--- config.mk ---
export PLATFORM = sky130hd
export DESIGN_NAME = hfg_rect_dispatcher_flat
export DESIGN_NICKNAME = d
export VERILOG_FILES = /design/src/rtl/hfg_rect_if.sv /design/src/rtl/hfg_rect_dispatcher.sv /design/src/flat_wrapper.sv
export SDC_FILE = /design/constraint.sdc
export NUM_CORES = 1
export LEC_CHECK = 0
export BUFFER_PORTS_ARGS = -buffer_cell sky130_fd_sc_hd__buf_2
export CORE_MARGIN = 2
export CORE_UTILIZATION = 30
export DETAILED_ROUTE_END_ITERATION = 12
export PLACE_DENSITY = 0.44
export SLEW_MARGIN = 20
export SYNTH_ARGS = -nofsm -noshare
export SYNTH_HDL_FRONTEND = slang
export SYNTH_SLANG_ARGS = --single-unit
--- constraint.sdc ---
create_clock -name iClk -period 5.7 [get_ports iClk]
set_input_delay 0.285 -clock iClk [delete_from_list [all_inputs] [get_ports iClk]]
set_output_delay 0.285 -clock iClk [all_outputs]
set_load 0.01 [all_outputs]
--- src/rtl/hfg_rect_if.sv ---
// Descriptor, integral-RAM and lane bundle between the rectangle dispatcher and its neighbours.
// slave = dispatcher view, master = descriptor source / RAM / consumer view.
interface hfg_rect_if #(
  parameter int ADDR_W = 10,
  parameter int DATA_W = 18,
  parameter int REC_W  = 21
) ();
  logic                     rect_valid_i;
  logic                     rect_ready_o;
  logic [4:0]               rect_x_i;
  logic [4:0]               rect_y_i;
  logic [4:0]               rect_w_i;
  logic [4:0]               rect_h_i;
  logic [2:0]               rect_wgt_i;
  logic                     rect_last_i;
  logic                     rd_en_o;
  logic [ADDR_W-1:0]        rd_addr_o;
  logic [DATA_W-1:0]        rd_data_i;
  logic [7:0][REC_W-1:0]    rec_o;
  logic                     wait_o;
  logic                     beat_o;
  logic                     err_o;

  modport slave (
    input  rect_valid_i, rect_x_i, rect_y_i, rect_w_i, rect_h_i, rect_wgt_i, rect_last_i,
    input  rd_data_i,
    output rect_ready_o, rd_en_o, rd_addr_o, rec_o, wait_o, beat_o, err_o
  );

  modport master (
    output rect_valid_i, rect_x_i, rect_y_i, rect_w_i, rect_h_i, rect_wgt_i, rect_last_i,
    output rd_data_i,
    input  rect_ready_o, rd_en_o, rd_addr_o, rec_o, wait_o, beat_o, err_o
  );
endinterface

--- src/rtl/hfg_rect_dispatcher.sv ---
// Reads 4 integral-image corners per rectangle, weights the sum and emits 8-lane beats with oWait.
// Optional out-of-window check enabled by defining HFG_RECT_BOUND_CHECK_EN.
//
// state | meaning
// IDLE  | ready for a descriptor
// FETCH | issuing corner reads A,B,C,D
// CALC  | D arrives, weighted sum written to the next slot
// EMIT  | one beat on the lanes, slots clear
module hfg_rect_dispatcher #(
  parameter int IMG_W  = 24,
  parameter int IMG_H  = 24,
  parameter int ADDR_W = 10,
  parameter int DATA_W = 18,
  parameter int REC_W  = 21
) (
  input  logic        iClk,
  input  logic        iReset_n,
  hfg_rect_if.slave   bus
);

  if (ADDR_W < $clog2((IMG_W + 1) * (IMG_H + 1))) begin : g_addr_chk
    $error("ADDR_W too small for the integral window");
  end

  typedef enum logic [1:0] {S_IDLE, S_FETCH, S_CALC, S_EMIT} state_t;

  state_t                  state_q;
  logic [4:0]              x_q, y_q;
  logic [5:0]              x2_q, y2_q;
  logic [2:0]              wgt_q;
  logic                    last_q;
  logic                    oob_q;
  logic [2:0]              rd_idx_q;
  logic [DATA_W-1:0]       acc_q;
  logic [3:0]              cnt_q;
  logic [7:0][REC_W-1:0]   slot_q;
  logic                    ready_q;
  logic                    rd_en_q;
  logic [ADDR_W-1:0]       rd_addr_q;
  logic [7:0][REC_W-1:0]   rec_q;
  logic                    wait_q;
  logic                    beat_q;
  logic                    err_q;

  logic [5:0]              hs_x2, hs_y2;
  logic                    hs_oob;
  logic [DATA_W-1:0]       s_d;
  logic [REC_W-1:0]        s_ext, wgt_ext, v_d;
  logic [7:0][REC_W-1:0]   slot_d;

  function automatic logic [ADDR_W-1:0] corner(input logic [5:0] cx, input logic [5:0] cy);
    int lin;
    lin = int'(cy) * (IMG_W + 1) + int'(cx);
    return lin[ADDR_W-1:0];
  endfunction

  assign hs_x2 = {1'b0, bus.rect_x_i} + {1'b0, bus.rect_w_i};
  assign hs_y2 = {1'b0, bus.rect_y_i} + {1'b0, bus.rect_h_i};

`ifdef HFG_RECT_BOUND_CHECK_EN
  assign hs_oob = (hs_x2 > 6'(IMG_W)) || (hs_y2 > 6'(IMG_H));
`else
  assign hs_oob = 1'b0;
`endif

  // D arrives on the read bus during CALC; acc_q already holds A-B-C.
  assign s_d     = acc_q + bus.rd_data_i;
  assign s_ext   = {{(REC_W-DATA_W){1'b0}}, s_d};
  assign wgt_ext = {{(REC_W-3){wgt_q[2]}}, wgt_q};
  assign v_d     = oob_q ? '0 : s_ext * wgt_ext;

  always_comb begin
    slot_d              = slot_q;
    slot_d[cnt_q[2:0]]  = v_d;
  end

  always_ff @(posedge iClk) begin
    if (!iReset_n) begin
      state_q   <= S_IDLE;
      x_q       <= '0;
      y_q       <= '0;
      x2_q      <= '0;
      y2_q      <= '0;
      wgt_q     <= '0;
      last_q    <= 1'b0;
      oob_q     <= 1'b0;
      rd_idx_q  <= '0;
      acc_q     <= '0;
      cnt_q     <= '0;
      slot_q    <= '0;
      ready_q   <= 1'b1;
      rd_en_q   <= 1'b0;
      rd_addr_q <= '0;
      rec_q     <= '0;
      wait_q    <= 1'b0;
      beat_q    <= 1'b0;
      err_q     <= 1'b0;
    end else begin
      case (state_q)
        S_IDLE: begin
          if (bus.rect_valid_i && ready_q) begin
            x_q       <= bus.rect_x_i;
            y_q       <= bus.rect_y_i;
            x2_q      <= hs_x2;
            y2_q      <= hs_y2;
            wgt_q     <= bus.rect_wgt_i;
            last_q    <= bus.rect_last_i;
            oob_q     <= hs_oob;
            if (hs_oob) err_q <= 1'b1;
            ready_q   <= 1'b0;
            rd_en_q   <= ~hs_oob;
            rd_addr_q <= corner({1'b0, bus.rect_x_i}, {1'b0, bus.rect_y_i});
            rd_idx_q  <= 3'd1;
            state_q   <= S_FETCH;
          end
        end
        S_FETCH: begin
          rd_idx_q <= rd_idx_q + 3'd1;
          case (rd_idx_q)
            3'd1: rd_addr_q <= corner(x2_q, {1'b0, y_q});
            3'd2: begin
              acc_q     <= bus.rd_data_i;
              rd_addr_q <= corner({1'b0, x_q}, y2_q);
            end
            3'd3: begin
              acc_q     <= acc_q - bus.rd_data_i;
              rd_addr_q <= corner(x2_q, y2_q);
            end
            3'd4: begin
              acc_q   <= acc_q - bus.rd_data_i;
              rd_en_q <= 1'b0;
              state_q <= S_CALC;
            end
            default: ;
          endcase
        end
        S_CALC: begin
          slot_q <= slot_d;
          cnt_q  <= cnt_q + 4'd1;
          if (cnt_q == 4'd7 || last_q) begin
            rec_q   <= slot_d;
            beat_q  <= 1'b1;
            wait_q  <= ~last_q;
            state_q <= S_EMIT;
          end else begin
            ready_q <= 1'b1;
            state_q <= S_IDLE;
          end
        end
        S_EMIT: begin
          rec_q   <= '0;
          beat_q  <= 1'b0;
          slot_q  <= '0;
          cnt_q   <= '0;
          ready_q <= 1'b1;
          state_q <= S_IDLE;
        end
        default: state_q <= S_IDLE;
      endcase
    end
  end

  assign bus.rect_ready_o = ready_q;
  assign bus.rd_en_o      = rd_en_q;
  assign bus.rd_addr_o    = rd_addr_q;
  assign bus.rec_o        = rec_q;
  assign bus.wait_o       = wait_q;
  assign bus.beat_o       = beat_q;
  assign bus.err_o        = err_q;

endmodule

--- src/flat_wrapper.sv ---
// flat-port wrapper written by rule: the top's interface ports become plain ports
module hfg_rect_dispatcher_flat 
#(
  parameter int IMG_W  = 24,
  parameter int IMG_H  = 24,
  parameter int ADDR_W = 10,
  parameter int DATA_W = 18,
  parameter int REC_W  = 21
)
  (iClk, iReset_n, bus_rect_valid_i, bus_rect_x_i, bus_rect_y_i, bus_rect_w_i, bus_rect_h_i, bus_rect_wgt_i, bus_rect_last_i, bus_rd_data_i, bus_rect_ready_o, bus_rd_en_o, bus_rd_addr_o, bus_rec_o, bus_wait_o, bus_beat_o, bus_err_o);
  hfg_rect_if #(.ADDR_W(ADDR_W), .DATA_W(DATA_W), .REC_W(REC_W)) bus_i ();
  input  logic iClk;
  input  logic iReset_n;
  input wire logic [$bits(bus_i.rect_valid_i)-1:0] bus_rect_valid_i;
  input wire logic [$bits(bus_i.rect_x_i)-1:0] bus_rect_x_i;
  input wire logic [$bits(bus_i.rect_y_i)-1:0] bus_rect_y_i;
  input wire logic [$bits(bus_i.rect_w_i)-1:0] bus_rect_w_i;
  input wire logic [$bits(bus_i.rect_h_i)-1:0] bus_rect_h_i;
  input wire logic [$bits(bus_i.rect_wgt_i)-1:0] bus_rect_wgt_i;
  input wire logic [$bits(bus_i.rect_last_i)-1:0] bus_rect_last_i;
  input wire logic [$bits(bus_i.rd_data_i)-1:0] bus_rd_data_i;
  output wire logic [$bits(bus_i.rect_ready_o)-1:0] bus_rect_ready_o;
  output wire logic [$bits(bus_i.rd_en_o)-1:0] bus_rd_en_o;
  output wire logic [$bits(bus_i.rd_addr_o)-1:0] bus_rd_addr_o;
  output wire logic [$bits(bus_i.rec_o)-1:0] bus_rec_o;
  output wire logic [$bits(bus_i.wait_o)-1:0] bus_wait_o;
  output wire logic [$bits(bus_i.beat_o)-1:0] bus_beat_o;
  output wire logic [$bits(bus_i.err_o)-1:0] bus_err_o;
  assign bus_i.rect_valid_i = bus_rect_valid_i;
  assign bus_i.rect_x_i = bus_rect_x_i;
  assign bus_i.rect_y_i = bus_rect_y_i;
  assign bus_i.rect_w_i = bus_rect_w_i;
  assign bus_i.rect_h_i = bus_rect_h_i;
  assign bus_i.rect_wgt_i = bus_rect_wgt_i;
  assign bus_i.rect_last_i = bus_rect_last_i;
  assign bus_i.rd_data_i = bus_rd_data_i;
  assign bus_rect_ready_o = bus_i.rect_ready_o;
  assign bus_rd_en_o = bus_i.rd_en_o;
  assign bus_rd_addr_o = bus_i.rd_addr_o;
  assign bus_rec_o = bus_i.rec_o;
  assign bus_wait_o = bus_i.wait_o;
  assign bus_beat_o = bus_i.beat_o;
  assign bus_err_o = bus_i.err_o;
  hfg_rect_dispatcher #(.IMG_W(IMG_W), .IMG_H(IMG_H), .ADDR_W(ADDR_W), .DATA_W(DATA_W), .REC_W(REC_W)) u_core (.iClk(iClk), .iReset_n(iReset_n), .bus(bus_i));
endmodule
[Word-level counts from Yosys, hierarchy flattened]
Cells that the tools add are included.
Storage, ports and cells
  output and inout bits: 183
  logic and storage cells: 104
  ROM bits: 0
  memory bits (writable): 0
  bits of input ports: 45
  flip-flop bits (word level): 403
  memories kept: 0
  latch bits: 0
Cells by class
  shift operators: 0
  divide/modulo/power cells: 0
  equal/unequal tests: 13
  muxes and demuxes: 25
  reduce and logical (&&, ||, !) cells: 18
  order comparisons: 2
  $mul: 4
  add/sub/neg operators: 10
  bitwise logic cells: 1
Operator list (count)
  one-hot mux 168 bit (2 select lines): 2
  bitwise mux 168 bit: 1
  two-way mux 168 bit: 1
  demux 21 bit (select 3 bit): 1
  one-hot mux 18 bit (2 select lines): 1
  one-hot mux 10 bit (3 select lines): 1
  multiplier 19 x 3 -> 21 bit: 1
  two-way mux 21 bit: 1
  adder 10 x 6 -> 10 bit: 2
  adder 10 x 7 -> 10 bit: 2
  multiplier 5 x 5 -> 10 bit (second input constant): 2
  one-hot mux 10 bit (2 select lines): 1
  adder 18 bit: 1
  subtractor 18 bit: 1
  adder 5 x 5 -> 6 bit: 2
  AND reduction 2 bit: 6
  multiplier 6 x 5 -> 10 bit (second input constant): 1
  two-way mux 10 bit: 1
  AND reduction 3 bit: 3
  one-hot mux 2 bit (4 select lines): 1
  one-hot mux 4 bit (2 select lines): 1
  == test 3 x 2 -> 1 bit (second input constant): 2
  two-way mux 2 bit: 3
  one-hot mux 3 bit (2 select lines): 1
  other kinds (23): 34

[Logic depth before layout (Yosys ltp)]
Gate-level depths: netlist of the first run.
  word-level depth: 7
  gate-level depth with buffers: 21
  depth with buffers taken out: 20

[Least setup slack after synthesis of the first run]
No wires, ideal clock.
  kind: register to register
  start: register u_core.acc_q[0]
  end: register u_core.slot_q[104] in the netlist's numbering
  library setup time: 133 ps
  clock period less this slack: 4702 ps
  path buffers: 1
  data required time: 5567 ps
  setup slack: 998 ps
  arrival time: 4568 ps
  stages on the path, launching flop included: 22
  cell sequence: dfxtp_1 ha_1 inv_1 fa_1 o21bai_1 a21oi_2 nor3_1 o31a_1 o31a_1 mux2i_1 nand2_1 fa_1 ha_1 ha_1 a21o_1 a21oi_1 o21bai_1 nand2b_1 a22o_1 a311oi_4 buf_6 a21oi_1
Between the ends
  cells in the longest elaborated chain, start to end: 4
RTL lines
  from (decl): RTL line hfg_rect_dispatcher.sv:34  | logic [DATA_W-1:0] acc_q;
  from (signal assigned): RTL line hfg_rect_dispatcher.sv:122  | acc_q <= bus.rd_data_i;
  from (signal assigned): RTL line hfg_rect_dispatcher.sv:126  | acc_q <= acc_q - bus.rd_data_i;
  from (signal assigned): RTL line hfg_rect_dispatcher.sv:130  | acc_q <= acc_q - bus.rd_data_i;
  adder 18 bit: RTL line hfg_rect_dispatcher.sv:67  | assign s_d = acc_q + bus.rd_data_i;
  multiplier 19 x 3 -> 21 bit: RTL line hfg_rect_dispatcher.sv:70  | assign v_d = oob_q ? '0 : s_ext * wgt_ext;
  bitwise mux 168 bit: RTL line hfg_rect_dispatcher.sv:74  | slot_d[cnt_q[2:0]] = v_d;
  one-hot mux 168 bit (2 select lines): RTL line hfg_rect_dispatcher.sv:99  | case (state_q)
  to (signal assigned): RTL line hfg_rect_dispatcher.sv:138  | slot_q <= slot_d;
  to (decl): RTL line hfg_rect_dispatcher.sv:36  | logic [7:0][REC_W-1:0] slot_q;
Every way passes these cells.
A chain may end at the register's enable or synchronous reset.

[Final worst setup path of the first run]
  start: input bus_rd_data_i[8]
  end: register u_core.rec_q (netlist bit u_core.bus.rec_o[81])
Between the ends
  cells in the longest elaborated chain, start to end: 5
RTL lines
  from (decl): RTL line flat_wrapper.sv:21  | input wire logic [$bits(bus_i.rd_data_i)-1:0] bus_rd_data_i;
  adder 18 bit: RTL line hfg_rect_dispatcher.sv:67
  multiplier 19 x 3 -> 21 bit: RTL line hfg_rect_dispatcher.sv:70
  bitwise mux 168 bit: RTL line hfg_rect_dispatcher.sv:74
  two-way mux 168 bit: RTL line hfg_rect_dispatcher.sv:140  | if (cnt_q == 4'd7 || last_q) begin
  one-hot mux 168 bit (2 select lines): RTL line hfg_rect_dispatcher.sv:99
  to (signal assigned): RTL line hfg_rect_dispatcher.sv:141  | rec_q <= slot_d;
  to (decl): RTL line hfg_rect_dispatcher.sv:40  | logic [7:0][REC_W-1:0] rec_q;
Every way passes these cells. The select of a mux whose other input is x is not followed.

==> impl_metrics.csv, run 1 <==
group,metric,value,unit
status,status,"finished, final reports clean",
die,die_h,277,um
die,die_area,0.0768,mm2
power,ir_worst_vdd,0.224,mV
clocking,clk_latency,0.61,ns
routing,drtAntennaViolNets,0,
routing,drt-initial-drc-count,1409,
sta,skew,0.0247,ns
global_route,grt_max_degree,105,
routing,num_vias,20700,
yosys,synthTopCellsByArea,"dfxtp_1 (36%), ha_1 (9.5%), nand2_1 (8.1%)",
setup_path,cp_max_fo,16,
setup_path,crit_arrival,5.76,ns
global_route,grt_use_total,19.4,%
global_route,grt_pass1_wl,118,mm
clocking,cts_buffer_depth,3,
final_layout,final_cells,3949,
die,die_w,277,um
placed_design,placed_area,0.0243,mm2
setup_path,worst_path_max_delay_cell,"dlygate4sd3_1",
clocking,cts_buffers,48,
yosys,syn-cell-area,0.0224,mm2
die,core_area,0.0742,mm2
yosys,synth_cell_type_count,89,
yosys,seq_area_frac_synth,36.1,%
clocking,post_cts_buffers,0,
setup_path,critical-path-max-stage-delay,0.52,ns
yosys,ys_ff_latch,403,
setup_path,crit_required,6.18,ns
routing,firstDrtPassIters,6,
yosys,yosys.area.top_type,"dfxtp_1",
clocking,tritoncts,"done",
setup_path,crit_start,"bus_rd_data_i[8]",
setup_path,critPathTopFamily,"adder cells",
sta,tns,0,ns
sta,finalSetupViolCount,0,
final_layout,final_common_cell,"nand2_1",
yosys,synth_ff_type,"dfxtp_1",
setup_path,worstPathCellList,"dlygate4sd3_1, buf_2, inv_1, ha_1, nor2_1, o21ai_1, nand3b_1, a211oi_1, a21oi_2, or3_1, a21oi_1, fa_1, ha_1, ha_1, and2_1, nor2b_1, nor2_1, o211ai_1, a21oi_2, xor2_2, buf_4, o21ai_0",
placed_design,place.gp.congestion,0.835,
routing,wirelength,76.2,mm
setup_path,worstSetupEndpoint,"u_core.bus.rec_o[81]",
sta,slew-limit-headroom,26.8,%
global_route,grt_remaining_overflow,0,
worst_hold_path,hp-class,"input pin to flop",
setup_path,r2r_cells,21,
yosys,yosysTopAreaCellShare,36.1,%
yosys,synth_edf_count,0,
routing,drcViolationCount,0,
placed_design,dp.cells,3847,
setup_path,cp.buffers_inverters,4,
power,power_density,341,mW/mm2
setup_path,timing.rr.start,"u_core.acc_q[0]",
routing,post_drt_wl_per_cell,19.3,um
final_layout,area_growth,17.3,%
yosys,synth_cells,2806,
placed_design,portBuffers,226,
final_layout,layout-drive-gt1-share,13.9,%
job,cap_violations,0,
sta,fin_ws,0.425,ns
clocking,clk_pin_slew_worst_paths,0.06,ns
sta,fin_crit,5.27,ns
final_layout,final_cell_mix,"nand2_1 (480), dfxtp_1 (403), a21oi_1 (257), nor2_1 (236), buf_2 (225)",
sta,fin_crit_sh,92.5,%
power,power.total,8.96,mW
setup_path,cp_common_cell,"ha_1",
setup_path,start_kind,"input pin",
sta,rsz0062_at_grt,"false",
sta,tightest_slew,1.10,ns
clocking,cts_root_buf,"clkbuf_16",
setup_path,cp_num_cells,22,
yosys,avgSynthCellArea,7.97,um2
final_layout,n_antenna_cell,0,
placed_design,dpl_worst_slack,0.104,ns
die,initial_core_util,30.2,%
global_route,grt_pass1_vias,19900,
setup_path,path_class,"input pin to flop",
final_layout,fin_area,0.0262,mm2
sta,hold_viol,0,
global_route,grt_antenna_before_repair,2,
sta,slew_violations,0,
setup_path,reg2reg_slack,0.44,ns
final_layout,nets,3192,
routing,avgViaCountPerCell,5.23,
setup_path,r2r_end,"u_core.bus.rec_o[41]",
placed_design,hpwl,53.4,mm
clocking,cts_sinks,403,
sta,fmax,190,MHz
die,io_pins,228,
yosys,synthArstFlopShare,0,%
power,p_leak,10.8,nW
clocking,cts-htree-levels,2,
setup_path,critPathCaptureType,"flop",
yosys,synthesis.nets,3052,
yosys,yosysWarnings,0,
die,std_cell_rows,100,
==> synth_stat cells (all sizes together), types with 4 or more instances <==
master   instances
nand2          480
dfxtp          403
a21oi          267
nor2           240
o21ai          210
ha             170
clkbuf         161
nand3          106
inv            101
nor3b           54
a21boi          52
a32oi           50
xnor2           41
nor3            37
a211oi          36
buf             36
fa              31
nor2b           24
a21o            21
o211ai          21
xor2            21
nand2b          17
nand4           17
and2            16
a22oi           15
mux2i           15
o21a            15
and3            11
nor4            11
a31oi           10
nand3b          10
o21bai          10
or3             10
a22o             9
mux2             6
o31a             6
a2111oi          5
a221oi           5
o31ai            5
o211a            4
o22ai            4
==> state kept, by name, summed over array words and instances, names as in the netlist, 2 cells and up <==
name and cells:
u_core.bus.rec_o 168, u_core.slot_q 168, u_core.acc_q 18, u_core.bus.rd_addr_o 10
u_core.x2_q 6, u_core.y2_q 6, u_core.x_q 5, u_core.y_q 5
u_core.cnt_q 4, u_core.rd_idx_q 3, u_core.wgt_q 3, u_core.state_q 2
==> per-layer routing <==
layer	part of all wire (%)	routed length [um]	up-vias	GRT usage (%)
met5	0.013	10	-	0
met2	45	34600	543	31.8
li1	-	-	10100	-
met1	47	35900	9953	26.5
met4	1.9	1480	2	4.33
met3	5.6	4240	79	3.16
==> kinds of logic (layout without fill, tap and decap cells) <==
logic type | count (synthesis) | in the layout | share of synthesized area (%)
adders and majority gates | 201 | 201 | 12.3
xor gates and xnor gates | 62 | 62 | 2.53
other | 1 | 1 | 0.0168
AOI/OAI and AO/OA | 774 | 774 | 21.9
muxes | 21 | 21 | 0.973
DFF | 403 | 403 | 36.1
and+or+nand+nor | 1046 | 1046 | 21.0
buffers and inverters | 298 | 472 | 5.26
==> worst min-delay path, stage by stage <==
cell and delay (ns):
buf_2 0.15, nand2_1 0.07, a21boi_0 0.06
==> cell type report <==
cell class / count / area [um2]
repair buffers: 287 / 1650
inverters: 101 / 382
clock inverters: 14 / 249
fillers: 7701 / 47900
well taps: 969 / 1210
flip-flops and latches: 403 / 8070
multi-input cells: 2105 / 13300
clock buffers: 70 / 1420
==> how the worst min path moves through the flow <==
stage	startpoint	to	slack, ns	depth (start not counted)
2_1_floorplan	bus_rect_x_i[0]	u_core.x_q[0]	0.42	2
3_3_place_gp	u_core.slot_q[32]	u_core.slot_q[32]	0.44	2
3_5_place_dp	u_core.slot_q[32]	u_core.slot_q[32]	0.45	2
4_1_cts	bus_rect_x_i[4]	u_core.x_q[4]	0.0003	3
5_1_grt	bus_rect_x_i[4]	u_core.x_q[4]	0.03	3
6_report	bus_rect_x_i[4]	u_core.x_q[4]	0.03	3
==> power by group <==
group          switching [mW]  total, mW  internal (mW)
Combinational            1.81       2.58          0.772
Sequential              0.151       3.11           2.95
Clock                    1.31       3.27           1.96
Total                    3.27       8.96           5.69
==> stage by stage <==
step | hold slack, ns | util, %
6_report | 0.0345 | 35.4
5_1_grt | 0.0271 | 35.4
3_5_place_dp | 0.446 | 32.8
4_1_cts | 0.000327 | 35.3
3_3_place_gp | 0.438 | 32.8
2_1_floorplan | 0.421 | -
==> repair_timing <==
| item | in CTS | in global routing |
|---|---|---|
| resized for setup | 0 | 2 |
| hold buffers | 17 | 0 |
| endpoints found under the setup margin | 0 | 27 |
| hold endpoints to repair | 17 | 0 |
No activity file was read; power rests on OpenSTA's default activity.
==> run 2, diff against run 1 <==
--- a/config.mk
+++ b/config.mk
@@ -5,10 +5,12 @@
 export SDC_FILE = /design/constraint.sdc
 export NUM_CORES = 1
 export LEC_CHECK = 0
+export ABC_AREA = 1
 export BUFFER_PORTS_ARGS = -buffer_cell sky130_fd_sc_hd__buf_2
 export CORE_MARGIN = 2
 export CORE_UTILIZATION = 30
 export DETAILED_ROUTE_END_ITERATION = 12
+export GPL_ROUTABILITY_DRIVEN = 1
 export PLACE_DENSITY = 0.44
 export SLEW_MARGIN = 20
 export SYNTH_ARGS = -nofsm -noshare
==> run 2 against run 1 <==
Sequential share of layout area decreased by 0.90 points; final area increased by 3.0%; critical path depth is 1 higher; combinational power grew 94%; worst hold slack better by 0.00051 ns; global-route usage grew 0.60 points; die area grew 3.7%; via count up 5.9%; fmax is 6.0% higher; cell count up 13%; clock skew fell by 0.0081 ns; worst setup slack better by 0.30 ns; critical path type is now flop to flop; largest cell class unchanged.
==> impl_metrics.csv, run 2 <==
group,metric,value,unit
final_layout,seq_area,0.00807,mm2
setup_path,crit_required,6.23,ns
yosys,synth_ff_type,"dfxtp_1",
routing,firstDrtPassIters,5,
die,std_cell_rows,101,
sta,skew,0.0166,ns
final_layout,area_growth,16.5,%
sta,fmax,201,MHz
clocking,tritoncts,"done",
final_layout,layout-drive-gt1-share,12.7,%
setup_path,critPathCaptureType,"flop",
yosys,yosysWarnings,0,
yosys,synthArstFlopShare,0,%
routing,wirelength,80.4,mm
status,status,"finished, final reports clean",
clocking,cts_buffer_depth,3,
routing,drt-initial-drc-count,1410,
worst_hold_path,hp-class,"input pin to flop",
yosys,netlist_top_cells_count,"nand2_1 (597), a21oi_1 (454), dfxtp_1 (403)",
placed_design,portBuffers,226,
yosys,synth_edf_count,0,
global_route,grt_antenna_before_repair,5,
sta,tns,0,ns
die,die_area,0.0796,mm2
final_layout,final_common_cell,"nand2_1",
sta,fin_crit_sh,87.3,%
clocking,cts_sinks,403,
final_layout,nets,3620,
routing,drcViolationCount,0,
sta,slew-limit-headroom,24.2,%
global_route,grt_pass1_wl,124,mm
setup_path,path_class,"flop to flop",
setup_path,cp_max_fo,8,
power,power.total,12.3,mW
yosys,yosysTopAreaCellShare,34.8,%
power,ir_worst_vdd,0.333,mV
power,p_leak,11.8,nW
placed_design,place.gp.congestion,0.826,
global_route,grt_remaining_overflow,0,
setup_path,start_kind,"flop",
die,initial_core_util,30.5,%
clocking,clk_latency,0.62,ns
clocking,cts_root_buf,"clkbuf_16",
sta,fin_crit,4.97,ns
die,core_area,0.0762,mm2
yosys,yosys.area.top_type,"dfxtp_1",
clocking,cts_buffers,51,
yosys,syn-cell-area,0.0232,mm2
routing,drtAntennaViolNets,0,
routing,post_drt_wl_per_cell,18.1,um
die,die_h,282,um
clocking,clk_pin_slew_worst_paths,0.06,ns
clocking,cts_resized,0,
global_route,grt_max_degree,167,
sta,tightest_slew,1.13,ns
sta,slew_violations,0,
global_route,grt_pass1_vias,20700,
final_layout,multi_input_area,0.0135,mm2
sta,finalSetupViolCount,0,
final_layout,fillers,8293,
placed_design,hpwl,54.3,mm
yosys,synth_cell_type_count,46,
job,cap_violations,0,
yosys,synth_cells,3254,
sta,hold_viol,0,
sta,rsz0062_at_grt,"false",
yosys,avgSynthCellArea,7.13,um2
yosys,synthMostInstantiatedCell,"nand2_1",
die,io_pins,228,
die,die_w,282,um
yosys,synthesis.nets,3500,
yosys,synthTopCellsByArea,"dfxtp_1 (35%), a21oi_1 (9.8%), nand2_1 (9.7%)",
routing,avgViaCountPerCell,4.92,
yosys,ys_ff_latch,403,
power,power_density,453,mW/mm2
final_layout,final_cell_mix,"nand2_1 (596), a21oi_1 (454), dfxtp_1 (403), nor2_1 (298), nand3_1 (275)",
setup_path,crit_arrival,5.50,ns
yosys,seq_area_frac_synth,34.8,%
routing,num_vias,21900,
global_route,grt_use_total,20.0,%
clocking,cts-htree-levels,2,
[run 2: cell count changes in the layout (fill, tap and decap cells not counted), moves of 52 or more]
| cell | delta |
|---|---|
| nor3b_1 | -52 |
| a21oi_1 | +197 |
| nand2_1 | +116 |
| inv_1 | +106 |
| nor2_1 | +62 |
| o21ai_1 | +67 |
| nand3_1 | +170 |
[run 2: cell families after synthesis]
logic type,after synthesis,share of synthesized area (%)
AND/OR/NAND/NOR,1308,24.2
other,1,0.0162
buffers and inverters,430,7.39
adder cells (fa/ha/maj),201,11.8
AO/OA/AOI/OAI,862,19.9
XOR/XNOR,44,1.66
multiplexers,5,0.216
flip-flops,403,34.8
[run 2: area by class of cell]
type	instances	area share [%]
clock buffer	76	5.66
timing repair buffer	273	5.71
inverter	224	3.17
multi-input combinational	2421	49.9
sequential	403	29.8
antenna	1	0.00926
clock inverter	19	0.958
tap	1030	4.77
[run 2: worst max-delay path: stages (launching register included)]
cell,delay [ns]
dfxtp_1,0.35
ha_1,0.23
inv_1,0.08
fa_1,0.42
nand3b_1,0.17
nand2_1,0.13
a21oi_2,0.10
o21ai_2,0.24
nand3_1,0.12
nand2_1,0.12
xor2_1,0.23
nor2_1,0.09
fa_1,0.47
ha_1,0.32
ha_1,0.38
nand2_1,0.08
nand2_1,0.07
nand3_1,0.07
nand2_1,0.06
nor2_1,0.21
nand4_1,0.45
nand3_1,0.27
nand2_1,0.12
a21oi_1,0.14
[run 2: timing repair]
item	CTS	global route
hold buffers	11	0
buffers inserted	0	0
endpoints found under the hold margin	11	0
[run 2: path summary, 6_finish.rpt]
kind | startpoint | end | slack (ns) | cells past startpoint
worst max-delay path | u_core.acc_q[0] | u_core.bus.rec_o[167] | 0.73 | 23
worst min-delay path | bus_rect_h_i[0] | u_core.y2_q[0] | 0.04 | 4
worst max register to register | u_core.acc_q[0] | u_core.bus.rec_o[167] | 0.73 | 23
worst min register to register | u_core.last_q | u_core.bus.wait_o | 0.44 | 1
[run 2: report_power, final]
group | internal [mW] | switching [mW] | total [mW] | leakage (nW)
logic | 1.56 | 3.44 | 5.00 | 7.67
registers | 3.38 | 0.417 | 3.80 | 3.27
clock network | 2.05 | 1.40 | 3.45 | 0.882
total | 7.00 | 5.26 | 12.3 | 11.8
[run 2: per-stage QoR]
stage          area (um2)  hold WS (ns)  util, %  cells  setup slack, ns
3_5_place_dp        25100         0.429     33.0   4340            0.694
2_1_floorplan       23200         0.412        -   3254             1.62
5_1_grt             27000        0.0230     35.5   4446            0.288
4_1_cts             27000       0.00203     35.5   4446            0.739
6_report            27000        0.0350     35.5   4447            0.726
3_3_place_gp        25100         0.424     33.0   4340            0.740
[run 2: layer usage]
| metal | part of all wire (%) | vias to the layer above | global-route usage (%) |
|---|---|---|---|
| li1 | - | 11200 | - |
| met2 | 43 | 434 | 30.9 |
| met3 | 4.4 | 81 | 2.73 |
| met4 | 1.8 | 4 | 4.10 |
| met5 | 0.034 | - | 0 |
| met1 | 51 | 10100 | 29.4 |
